===== src/rtl/quad_decoder.sv =====
`default_nettype none
// ============================================================================
//  Module      : quad_decoder
//  Description : Multi-channel quadrature rotary-encoder decoder with push
//                buttons. Every raw input goes through a 2-flop synchronizer
//                and then a debouncer. The debounced phases are decoded into
//                signed steps. Steps are gathered into detent pulses (cw/ccw),
//                and a per-channel position counter saturates at its limits.
//                Buttons give a press pulse on the debounced falling edge.
//  Optional    : define QUAD_DECODER_LONG_PRESS_EN to build a per-channel
//                hold counter. It produces one long-press pulse (lp) after
//                LONG_TICKS cycles of debounced hold. Without the macro, lp
//                is tied to 0.
//  Ports       : clk    - system clock, rising edge
//                rst_n  - asynchronous active-low reset
//                a, b   - raw quadrature phases, one bit per channel
//                btn    - raw active-low push buttons, one bit per channel
//                clr    - synchronous position clear, one bit per channel
//                cw/ccw - one-cycle detent pulses
//                err    - one-cycle pulse on an illegal (double) transition
//                prs/lp - one-cycle press / long-press pulses
//                pos    - packed signed positions, channel 0 in the LSBs
//  Revision    : 1.0 - initial release
// ============================================================================
module quad_decoder #(
    parameter int CHANNELS         = 1,
    parameter int DEBOUNCE_TICKS   = 10000,
    parameter int STEPS_PER_DETENT = 4,
    parameter int CNT_W            = 16,
    parameter int LONG_TICKS       = 1000000
) (
    input  logic                      clk,
    input  logic                      rst_n,
    input  logic [CHANNELS-1:0]       a,
    input  logic [CHANNELS-1:0]       b,
    input  logic [CHANNELS-1:0]       btn,
    input  logic [CHANNELS-1:0]       clr,
    output logic [CHANNELS-1:0]       cw,
    output logic [CHANNELS-1:0]       ccw,
    output logic [CHANNELS-1:0]       err,
    output logic [CHANNELS-1:0]       prs,
    output logic [CHANNELS-1:0]       lp,
    output logic [CHANNELS*CNT_W-1:0] pos
);

    localparam int DB_W = $clog2(DEBOUNCE_TICKS + 1);
    localparam logic [DB_W-1:0] DB_LAST = DB_W'(DEBOUNCE_TICKS - 1);

    localparam logic signed [3:0] ACC_P = 4'(STEPS_PER_DETENT);
    localparam logic signed [3:0] ACC_N = -ACC_P;

    localparam logic signed [CNT_W-1:0] POS_MAX = {1'b0, {(CNT_W-1){1'b1}}};
    localparam logic signed [CNT_W-1:0] POS_MIN = {1'b1, {(CNT_W-1){1'b0}}};

    // Bit order of the per-channel input bundle: {btn, b, a}.
    // Button sync/debounce flops reset to the released level. This avoids a
    // false press while the synchronizer fills after reset.
    localparam logic [2:0] IN_RST = 3'b100;

`ifdef QUAD_DECODER_LONG_PRESS_EN
    localparam int LP_W = $clog2(LONG_TICKS + 1);
    localparam logic [LP_W-1:0] LP_FULL = LP_W'(LONG_TICKS);
    localparam logic [LP_W-1:0] LP_LAST = LP_W'(LONG_TICKS - 1);
`else
    logic unused_long;
    assign unused_long = (LONG_TICKS > 0);
`endif

    for (genvar i = 0; i < CHANNELS; i++) begin : g_ch

        logic [2:0]          raw;
        logic [2:0]          sync1;
        logic [2:0]          sync2;
        logic [2:0]          db;
        logic [2:0]          prev;
        logic [DB_W-1:0]     dcnt [3];
        logic signed [3:0]   acc;
        logic                cw_q;
        logic                ccw_q;
        logic                err_q;
        logic                prs_q;
        logic signed [CNT_W-1:0] pos_q;

        logic [1:0]          ph_prev;
        logic [1:0]          ph_cur;
        logic [1:0]          cw_nxt;
        logic signed [3:0]   step;
        logic signed [3:0]   acc_sum;
        logic signed [3:0]   acc_d;
        logic                cw_d;
        logic                ccw_d;
        logic                err_d;

        assign raw = {btn[i], b[i], a[i]};

        // Phase decode. The state is {a,b}, and clockwise runs
        // 00->10->11->01->00.
        always_comb begin
            ph_prev = {prev[0], prev[1]};
            ph_cur  = {db[0], db[1]};
            case (ph_prev)
                2'b00:   cw_nxt = 2'b10;
                2'b10:   cw_nxt = 2'b11;
                2'b11:   cw_nxt = 2'b01;
                default: cw_nxt = 2'b00;
            endcase
            step    = 4'sd0;
            acc_sum = acc;
            acc_d   = acc;
            cw_d    = 1'b0;
            ccw_d   = 1'b0;
            err_d   = 1'b0;
            if (ph_cur != ph_prev) begin
                if (ph_cur == ~ph_prev) begin
                    // Both phases moved together. The direction is unknown,
                    // so the accumulator is left untouched.
                    err_d = 1'b1;
                end else begin
                    step    = (ph_cur == cw_nxt) ? 4'sd1 : -4'sd1;
                    acc_sum = acc + step;
                    if (acc_sum == ACC_P) begin
                        cw_d  = 1'b1;
                        acc_d = 4'sd0;
                    end else if (acc_sum == ACC_N) begin
                        ccw_d = 1'b1;
                        acc_d = 4'sd0;
                    end else if (ph_cur == 2'b00) begin
                        // Resync at the mechanical detent. Missed steps
                        // must not build up across detents.
                        acc_d = 4'sd0;
                    end else begin
                        acc_d = acc_sum;
                    end
                end
            end
        end

        always_ff @(posedge clk or negedge rst_n) begin
            if (!rst_n) begin
                sync1 <= IN_RST;
                sync2 <= IN_RST;
                db    <= IN_RST;
                prev  <= IN_RST;
                for (int k = 0; k < 3; k++) begin
                    dcnt[k] <= '0;
                end
                acc   <= 4'sd0;
                cw_q  <= 1'b0;
                ccw_q <= 1'b0;
                err_q <= 1'b0;
                prs_q <= 1'b0;
                pos_q <= '0;
            end else begin
                sync1 <= raw;
                sync2 <= sync1;
                prev  <= db;
                for (int k = 0; k < 3; k++) begin
                    if (sync2[k] == db[k]) begin
                        dcnt[k] <= '0;
                    end else if (dcnt[k] == DB_LAST) begin
                        db[k]   <= sync2[k];
                        dcnt[k] <= '0;
                    end else begin
                        dcnt[k] <= dcnt[k] + DB_W'(1);
                    end
                end
                acc   <= acc_d;
                cw_q  <= cw_d;
                ccw_q <= ccw_d;
                err_q <= err_d;
                prs_q <= prev[2] & ~db[2];
                // The position follows the registered detent pulses. A clear
                // in the same cycle as a pulse therefore takes priority.
                if (clr[i]) begin
                    pos_q <= '0;
                end else if (cw_q) begin
                    if (pos_q != POS_MAX) pos_q <= pos_q + CNT_W'(1);
                end else if (ccw_q) begin
                    if (pos_q != POS_MIN) pos_q <= pos_q - CNT_W'(1);
                end
            end
        end

        assign cw[i]  = cw_q;
        assign ccw[i] = ccw_q;
        assign err[i] = err_q;
        assign prs[i] = prs_q;
        assign pos[i*CNT_W +: CNT_W] = pos_q;

`ifdef QUAD_DECODER_LONG_PRESS_EN
        logic [LP_W-1:0] hold;
        logic            lp_q;

        // The hold counter stops at LONG_TICKS. The pulse therefore fires
        // once per press, however long the button stays down.
        always_ff @(posedge clk or negedge rst_n) begin
            if (!rst_n) begin
                hold <= '0;
                lp_q <= 1'b0;
            end else begin
                if (db[2]) begin
                    hold <= '0;
                end else if (hold != LP_FULL) begin
                    hold <= hold + LP_W'(1);
                end
                lp_q <= ~db[2] & (hold == LP_LAST);
            end
        end

        assign lp[i] = lp_q;
`else
        assign lp[i] = 1'b0;
`endif
    end : g_ch

endmodule
`default_nettype wire

===== config.mk =====
export PLATFORM = sky130hd
export DESIGN_NAME = quad_decoder
export DESIGN_NICKNAME = d
export VERILOG_FILES = /design/src/rtl/quad_decoder.sv
export SDC_FILE = /design/constraint.sdc
export NUM_CORES = 1
export LEC_CHECK = 0
export BUFFER_PORTS_ARGS = -buffer_cell sky130_fd_sc_hd__buf_4
export CORE_UTILIZATION = 40
export CTS_CLUSTER_SIZE = 24
export DETAILED_ROUTE_END_ITERATION = 8
export PLACE_DENSITY = 0.63
export SKIP_LAST_GASP = 1
export SYNTH_ARGS = -nofsm -noshare
export SYNTH_HDL_FRONTEND = slang
export SYNTH_SLANG_ARGS = --single-unit

===== constraint.sdc =====
create_clock -name clk -period 3.09 [get_ports clk]
set_clock_uncertainty 0.15 [all_clocks]
set_input_delay 0.309 -clock clk [delete_from_list [all_inputs] [get_ports clk]]
set_output_delay 0.309 -clock clk [all_outputs]
set_load 0.01 [all_outputs]

==> impl_metrics.yaml, run 1 <==
die:
  core_box_area_sq_um: 10280
  dieHeight_um: 104.6
  io-pin-count: 27
  initial_utilization: 0.4098
  placement_rows: 37
  fp.dieArea_sq_um: 10940
  floorplan.die.width_um: 104.6
clock_tree:
  clock_latency_reported_for_the_late_side_of_the_worst_skew_pair_ns: 0.35
  cts_buffers: 9
  tritoncts_num_sinks: 78
  cts_tree: "built"
  cts_resized: 0
  clock_path_buffers: 2
  number_of_h_tree_branching_levels: 3
  cts_post_setup_buffers_inserted: 0
  clk_pin_slew_ns: 0.09
  clockRootBuffer: "sky130_fd_sc_hd__clkbuf_8"
  ctsHoldBuffers: 4
layout:
  commonest_cells_after_routing_fill_and_taps_aside: "sky130_fd_sc_hd__dfrtp_1, sky130_fd_sc_hd__nor2_1, sky130_fd_sc_hd__nand2_1"
  leading_cell_type_in_the_layout_fill_and_taps_excluded: "sky130_fd_sc_hd__dfrtp_1"
  num-nets-final: 484
  filler_cell_count: 985
  drive_gt1_frac: 0.1280
  antennaDiodeCount: 0
  area_delta_synth_final_pct: 12.86
worst_setup_path:
  critPathArrivalTime_ns: 2.75
  cp-end-kind: "flip-flop"
  critical_path.max_stage_delay_ns: 0.38
  worst-endpoint-required_ns: 3.19
  critical_path_fanout_max: 10
  worst_path_most_repeated_cell: "sky130_fd_sc_hd__and3_1"
  setup.worst_path.class: "flip-flop to flip-flop"
  worstSetupStartpointType: "flip-flop"
  critPathBufInv: 2
  critPathTopFamily: "compound AO/OA/AOI/OAI gates"
  slowest_stage: "sky130_fd_sc_hd__ha_1"
  critical_path.cell_chain: "inv_1, buf_4, ha_1, and3_1, nand2_1, a211oi_1, o211ai_1, and3_1, o41ai_1"
power_and_ir_drop:
  fin_total_pwr_mw: 3.311
  total_leakage_power_nw: 2.164
  power.density_nw_per_um2: 696.6
  maximum_ir_drop_on_the_vdd_rail_uv: 305.8
logic_synthesis:
  synth-seq-cells: 78
  synth.largest_area_cell: "sky130_fd_sc_hd__dfrtp_1"
  syn_nets: 450
  synth.distinct_cells: 52
  netlist_instances: 422
  synth.area.top_cells: "sky130_fd_sc_hd__dfrtp_1, sky130_fd_sc_hd__ha_1, sky130_fd_sc_hd__xor2_1"
  avgSynthCellArea_sq_um: 9.980
  synth-edff-count: 0
  asyncSetResetFlopFracSynth: 1.000
  syn-cell-area_sq_um: 4212
  sequential_element_share_of_the_synthesized_area: 0.4646
  ys_dominant_reg_cell: "sky130_fd_sc_hd__dfrtp_1"
  synth_largest_type_area_fraction: 0.4397
  number_of_synthesis_warnings: 0
timing:
  rsz0062_at_grt: "no"
  max_clock_freq_mhz: 377.7
  setup-tns-final_ns: 0
  layout_worst_path_cycle_share: 0.8568
  timing.max_slew.rel_slack: 0.3474
  worst_pin_slew_ns: 0.9790
  timing.final.crit_period_ns: 2.648
  setup_viol: 0
  hold_violations: 0
  finalMaxSlewViolations: 0
grt:
  grt_remaining_overflow: 0
  maximum_number_of_pins_on_one_net_before_global_route_repair: 79
  antenna_found_initial: 0
  grt.total_usage: 0.1610
  global_route_wire_length_before_repair_um: 14230
  first_global_vias: 3107
detailed_routing:
  starting_drc_count_in_detailed_routing: 87
  dr_total_vias: 3225
  detail_route.drc_violations: 0
  vias_per_cell: 5.402
  ant_nets: 0
  highest-signal-layer: "met4"
  wl_per_cell_um: 13.94
  route.met2.wl_um: 3934
  routedLengthMet1_um: 3995
  met3WireLength_um: 286
  detail_route.first_pass.iterations: 6
  totalWireLength_um: 8320
run:
  max_cap_violations: 0
place:
  hpwl_after_detailed_placement_um: 5808
  buffer_ports.inserted: 25
  gp_routability_congestion: 0.8746
hold_path:
  hold_class: "primary input to flip-flop"
status:
  run_status: "completed"
[registers in the layout, summed over array words and instances, names as in the netlist]
name        flops
prs             1
err             1
g_ch.db         3
g_ch.sync1      3
g_ch.acc        4
pos            16
g_ch.sync2      3
g_ch.dcnt      42
g_ch.prev       3
ccw             1
cw              1
[final cells by class]
cell class	count	area, sq um	area share
Sequential cell	78	1957	0.4117
Multi-Input combinational cell	325	2152	0.4527
Clock inverter	7	62.56	0.01316
Tap cell	136	170.2	0.03580
Clock buffer	9	123.9	0.02606
Timing Repair Buffer	32	250.2	0.05265
Inverter	10	37.54	0.007897
[path summary, 6_finish.rpt]
check / slack (ns) / startpoint / to / depth (start not counted)
max in group asynchronous: 1.65 / rst_n / g_ch[0].acc[2] / 2
hold reg to reg: 0.20 / g_ch[0].sync1[0] / g_ch[0].sync2[0] / 0
setup / recovery: 0.44 / cw / pos[15] / 9
hold / removal: 0.18 / clr / pos[6] / 2
setup reg to reg: 0.44 / cw / pos[15] / 9
min in group asynchronous: 0.51 / rst_n / g_ch[0].dcnt[13] / 2
[through the flow]
stage               instances  worst slack, ns  cell area [sq um]  hold WS, ns    util
floorplan                 422           0.4697               4212      -0.1366       -
global placement          577           0.5985               4527       0.1841  0.4405
detailed placement        577           0.4917               4527       0.1881  0.4405
CTS                       597           0.4687               4753       0.1514  0.4625
global route              597           0.3094               4753       0.1717  0.4625
finish                    597           0.4424               4753       0.1835  0.4625
[synth_stat cells (4+ instances only)]
master                      n
sky130_fd_sc_hd__a21o_1    10
sky130_fd_sc_hd__a21oi_1   25
sky130_fd_sc_hd__and3_1    17
sky130_fd_sc_hd__clkbuf_1   4
sky130_fd_sc_hd__dfrtp_1   74
sky130_fd_sc_hd__dfstp_2    4
sky130_fd_sc_hd__ha_1      20
sky130_fd_sc_hd__inv_1     10
sky130_fd_sc_hd__nand2_1   41
sky130_fd_sc_hd__nand3_1   14
sky130_fd_sc_hd__nand4_1    8
sky130_fd_sc_hd__nor2_1    44
sky130_fd_sc_hd__nor2b_1    5
sky130_fd_sc_hd__nor3_1     9
sky130_fd_sc_hd__nor4b_1    4
sky130_fd_sc_hd__o21a_1     4
sky130_fd_sc_hd__o21ai_0   15
sky130_fd_sc_hd__o31ai_1    6
sky130_fd_sc_hd__o41ai_1    6
sky130_fd_sc_hd__or3_1      9
sky130_fd_sc_hd__xnor2_1   20
sky130_fd_sc_hd__xor2_1    27
[report_power, final]
part	total (mW)	internal [mW]	switching (mW)
Clock	0.729	0.310	0.419
Combinational	1.34	0.623	0.714
Sequential	1.24	1.11	0.135
[kinds of logic after synthesis]
logic type,count (synthesis),synth area share
fa+ha+maj,22,0.06892
flops,78,0.4646
simple gates,169,0.2023
other cells,1,0.0008904
compound gates,81,0.1272
buf+inv,19,0.02436
mux,5,0.01396
xor+xnor,47,0.09774
[layer usage]
layer  vias up  track usage
met5         -            0
met4         0      0.05533
met3        10      0.03868
met2        63       0.2649
met1      1580       0.2074
li1       1572            -
Note: power is estimated with default switching activity, not from simulation.
==> inputs of run 2 (changes only) <==
--- a/config.mk
+++ b/config.mk
@@ -9,7 +9,6 @@
 export CORE_UTILIZATION = 40
 export CTS_CLUSTER_SIZE = 24
 export DETAILED_ROUTE_END_ITERATION = 8
-export PLACE_DENSITY = 0.63
 export SKIP_LAST_GASP = 1
 export SYNTH_ARGS = -nofsm -noshare
 export SYNTH_HDL_FRONTEND = slang
==> run 2 against run 1 <==
  * The flow now finishes with violations (negative hold slack)
  * Clock-buffer cell count rose by 4
  * Worst setup slack got worse by 0.043 ns
  * Sequential share of layout area barely moved
  * Register-to-register slack got worse by 0.04 ns
  * Power fell by 0.40%
  * Hold slack got worse by 0.21 ns
  * Sequential cell count did not move
  * Critical path depth did not move
  * Die area did not move
  * Via count fell by 2.8%
  * Clock power fell by 4.7%
  * Design area barely moved
  * Largest cell class unchanged
  * Highest routed layer unchanged
==> impl_metrics.yaml, run 2 (synthesis results as in run 1) <==
power_and_ir_drop:
  power_switching_share: 0.3682
  cellInternalPower_mw: 2.083
  sw_power_mw: 1.214
  clkPwrFrac: 0.211
  power.share.combinational: 0.418
  maximum_ir_drop_on_the_vdd_rail_uv: 311.3
  power.density_nw_per_um2: 693.4
  seqPwrFrac: 0.371
  total_leakage_power_nw: 2.165
clock_tree:
  clock_path_buffers: 2
  number_of_h_tree_branching_levels: 3
  cts_tree: "built"
  tritoncts_num_sinks: 78
  clockRootBuffer: "sky130_fd_sc_hd__clkbuf_8"
  cts_buffers: 9
  clk_pin_slew_ns: 0.08
  clock_latency_reported_for_the_late_side_of_the_worst_skew_pair_ns: 0.34
detailed_routing:
  detail_route.drc_violations: 0
  dr_total_vias: 3134
  totalWireLength_um: 8393
  vias_per_cell: 5.258
  ant_nets: 0
  starting_drc_count_in_detailed_routing: 119
  detail_route.first_pass.iterations: 4
  wl_per_cell_um: 14.08
grt:
  grt.met1_usage: 0.2136
  first_global_vias: 3052
  antenna_found_initial: 0
  globalRoute.busiestLayer: "met2"
  maximum_number_of_pins_on_one_net_before_global_route_repair: 79
  grt_remaining_overflow: 0
  use_met3: 0.03493
  groute.layer.met2.usage: 0.2663
  grt.total_usage: 0.1624
  global_route_wire_length_before_repair_um: 14350
worst_setup_path:
  critPathTopFamily: "compound AO/OA/AOI/OAI gates"
  cp-end-kind: "flip-flop"
  critical_path_fanout_max: 14
  critPathBufInv: 2
  slowest_stage: "sky130_fd_sc_hd__dfrtp_1"
  critical_path.max_stage_delay_ns: 0.39
  worst-endpoint-required_ns: 3.17
  worst_path_most_repeated_cell: "sky130_fd_sc_hd__and3_1"
  critPathArrivalTime_ns: 2.77
  worstSetupStartpointType: "flip-flop"
  setup.worst_path.class: "flip-flop to flip-flop"
  critical_path.cell_chain: "clkinvlp_4, buf_12, ha_1, and3_1, nand2_1, a211oi_1, o211ai_1, and3_1, o41ai_1"
place:
  gp_routability_congestion: 0.8104
  buffer_ports.inserted: 25
  hpwl_after_detailed_placement_um: 5763
layout:
  largest_register: "g_ch.dcnt"
  drive_gt1_frac: 0.1304
  num-nets-final: 483
  commonest_cells_after_routing_fill_and_taps_aside: "sky130_fd_sc_hd__dfrtp_1, sky130_fd_sc_hd__nor2_1, sky130_fd_sc_hd__nand2_1"
  area_delta_synth_final_pct: 12.92
  leading_cell_type_in_the_layout_fill_and_taps_excluded: "sky130_fd_sc_hd__dfrtp_1"
  largest_register_ff_count: 42
  antennaDiodeCount: 0
  filler_cell_count: 960
die:
  dieHeight_um: 104.6
  core_box_area_sq_um: 10280
  placement_rows: 37
  floorplan.die.width_um: 104.6
  fp.dieArea_sq_um: 10940
  io-pin-count: 27
  initial_utilization: 0.4098
status:
  run_status: "finished, violations left"
  violations: "negative hold slack"
timing:
  timing.final.crit_period_ns: 2.691
  finalMaxSlewViolations: 0
  layout_worst_path_cycle_share: 0.8709
  hold_violations: 39
  max_clock_freq_mhz: 371.6
  timing.max_slew.rel_slack: 0.3471
  setup-tns-final_ns: 0
  setup_viol: 0
  worst_hold_slack_ns: -0.02836
  rsz0062_at_grt: "no"
  worst_pin_slew_ns: 0.9794
run:
  max_cap_violations: 0
hold_path:
  hold_class: "primary input to async pin"
## run 2: changes by cell type in the layout (fill, tap and decap cells not counted)
cell,change
sky130_fd_sc_hd__buf_12,+1
sky130_fd_sc_hd__inv_1,-1
sky130_fd_sc_hd__ha_2,+2
sky130_fd_sc_hd__clkinv_2,+2
sky130_fd_sc_hd__buf_4,-1
sky130_fd_sc_hd__clkbuf_8,+2
sky130_fd_sc_hd__ha_1,-2
sky130_fd_sc_hd__clkbuf_1,+2
sky130_fd_sc_hd__inv_8,-1
sky130_fd_sc_hd__dlygate4sd3_1,-1
sky130_fd_sc_hd__inv_6,-4
## run 2: worst register-to-register path: cells and delay by family, from the launching register on
| family | cells | cell delay [ns] |
|---|---|---|
| adders and majority gates | 1 | 0.39 |
| AOI/OAI and AO/OA | 3 | 0.82 |
| buffers and inverters | 2 | 0.27 |
| and+or+nand+nor | 3 | 0.55 |
| DFF | 1 | 0.39 |
## run 2: area by class of cell
class                      instances  area [sq um]  share of cell area
multi-input combinational        325          2157              0.4536
sequential                        78          1957              0.4115
timing repair buffer              31         252.7             0.05314
tap                              136         170.2             0.03578
clock buffer                      13         158.9             0.03341
inverter                          10         41.29            0.008682
clock inverter                     3         18.77            0.003946
## run 2: what timing repair did
item	4_1_cts	5_1_grt
resized for setup	0	3
endpoints found under the setup margin	0	1
hold buffers	3	0
endpoints found under the hold margin	3	0
buffers inserted	0	1
## run 2: path summary, 6_finish.rpt
kind                                   from               end  slack [ns]  depth (start not counted)
max                                      cw           pos[15]        0.40                          9
min                                   rst_n               prs       -0.03                          1
max reg2reg                              cw           pos[15]        0.40                          9
min reg2reg                g_ch[0].sync1[1]  g_ch[0].sync2[1]        0.20                          0
max in group asynchronous             rst_n           pos[12]        2.19                          1
min in group clk                        clr            pos[4]        0.19                          2
## run 2: metal layers
metal / up-vias / share of wire / routed length, um
met5: - / 0 / 0
met4: 0 / 0.013 / 112
met3: 13 / 0.034 / 282
met2: 56 / 0.47 / 3983
met1: 1500 / 0.48 / 4015
li1: 1565 / - / -
## run 2: per-stage QoR
step	power (mW)	instances	setup slack, ns	cell area (sq um)	util
3_3_place_gp	2.591	576	0.3795	4519	0.4397
4_1_cts	3.322	595	0.2479	4727	0.4599
6_report	3.298	596	0.3990	4756	0.4627
3_5_place_dp	2.603	576	0.3173	4519	0.4397
5_1_grt	3.535	596	0.1899	4756	0.4627
2_1_floorplan	2.199	422	0.4697	4212	-
## run 2: power groups by stage
stage          logic (mW)  registers (mW)  clock network (mW)
2_1_floorplan       0.945            1.25                   0
3_3_place_gp         1.36            1.24                   0
3_5_place_dp         1.36            1.24                   0
4_1_cts              1.37            1.22               0.726
5_1_grt              1.53            1.24               0.762
6_report             1.38            1.22               0.695
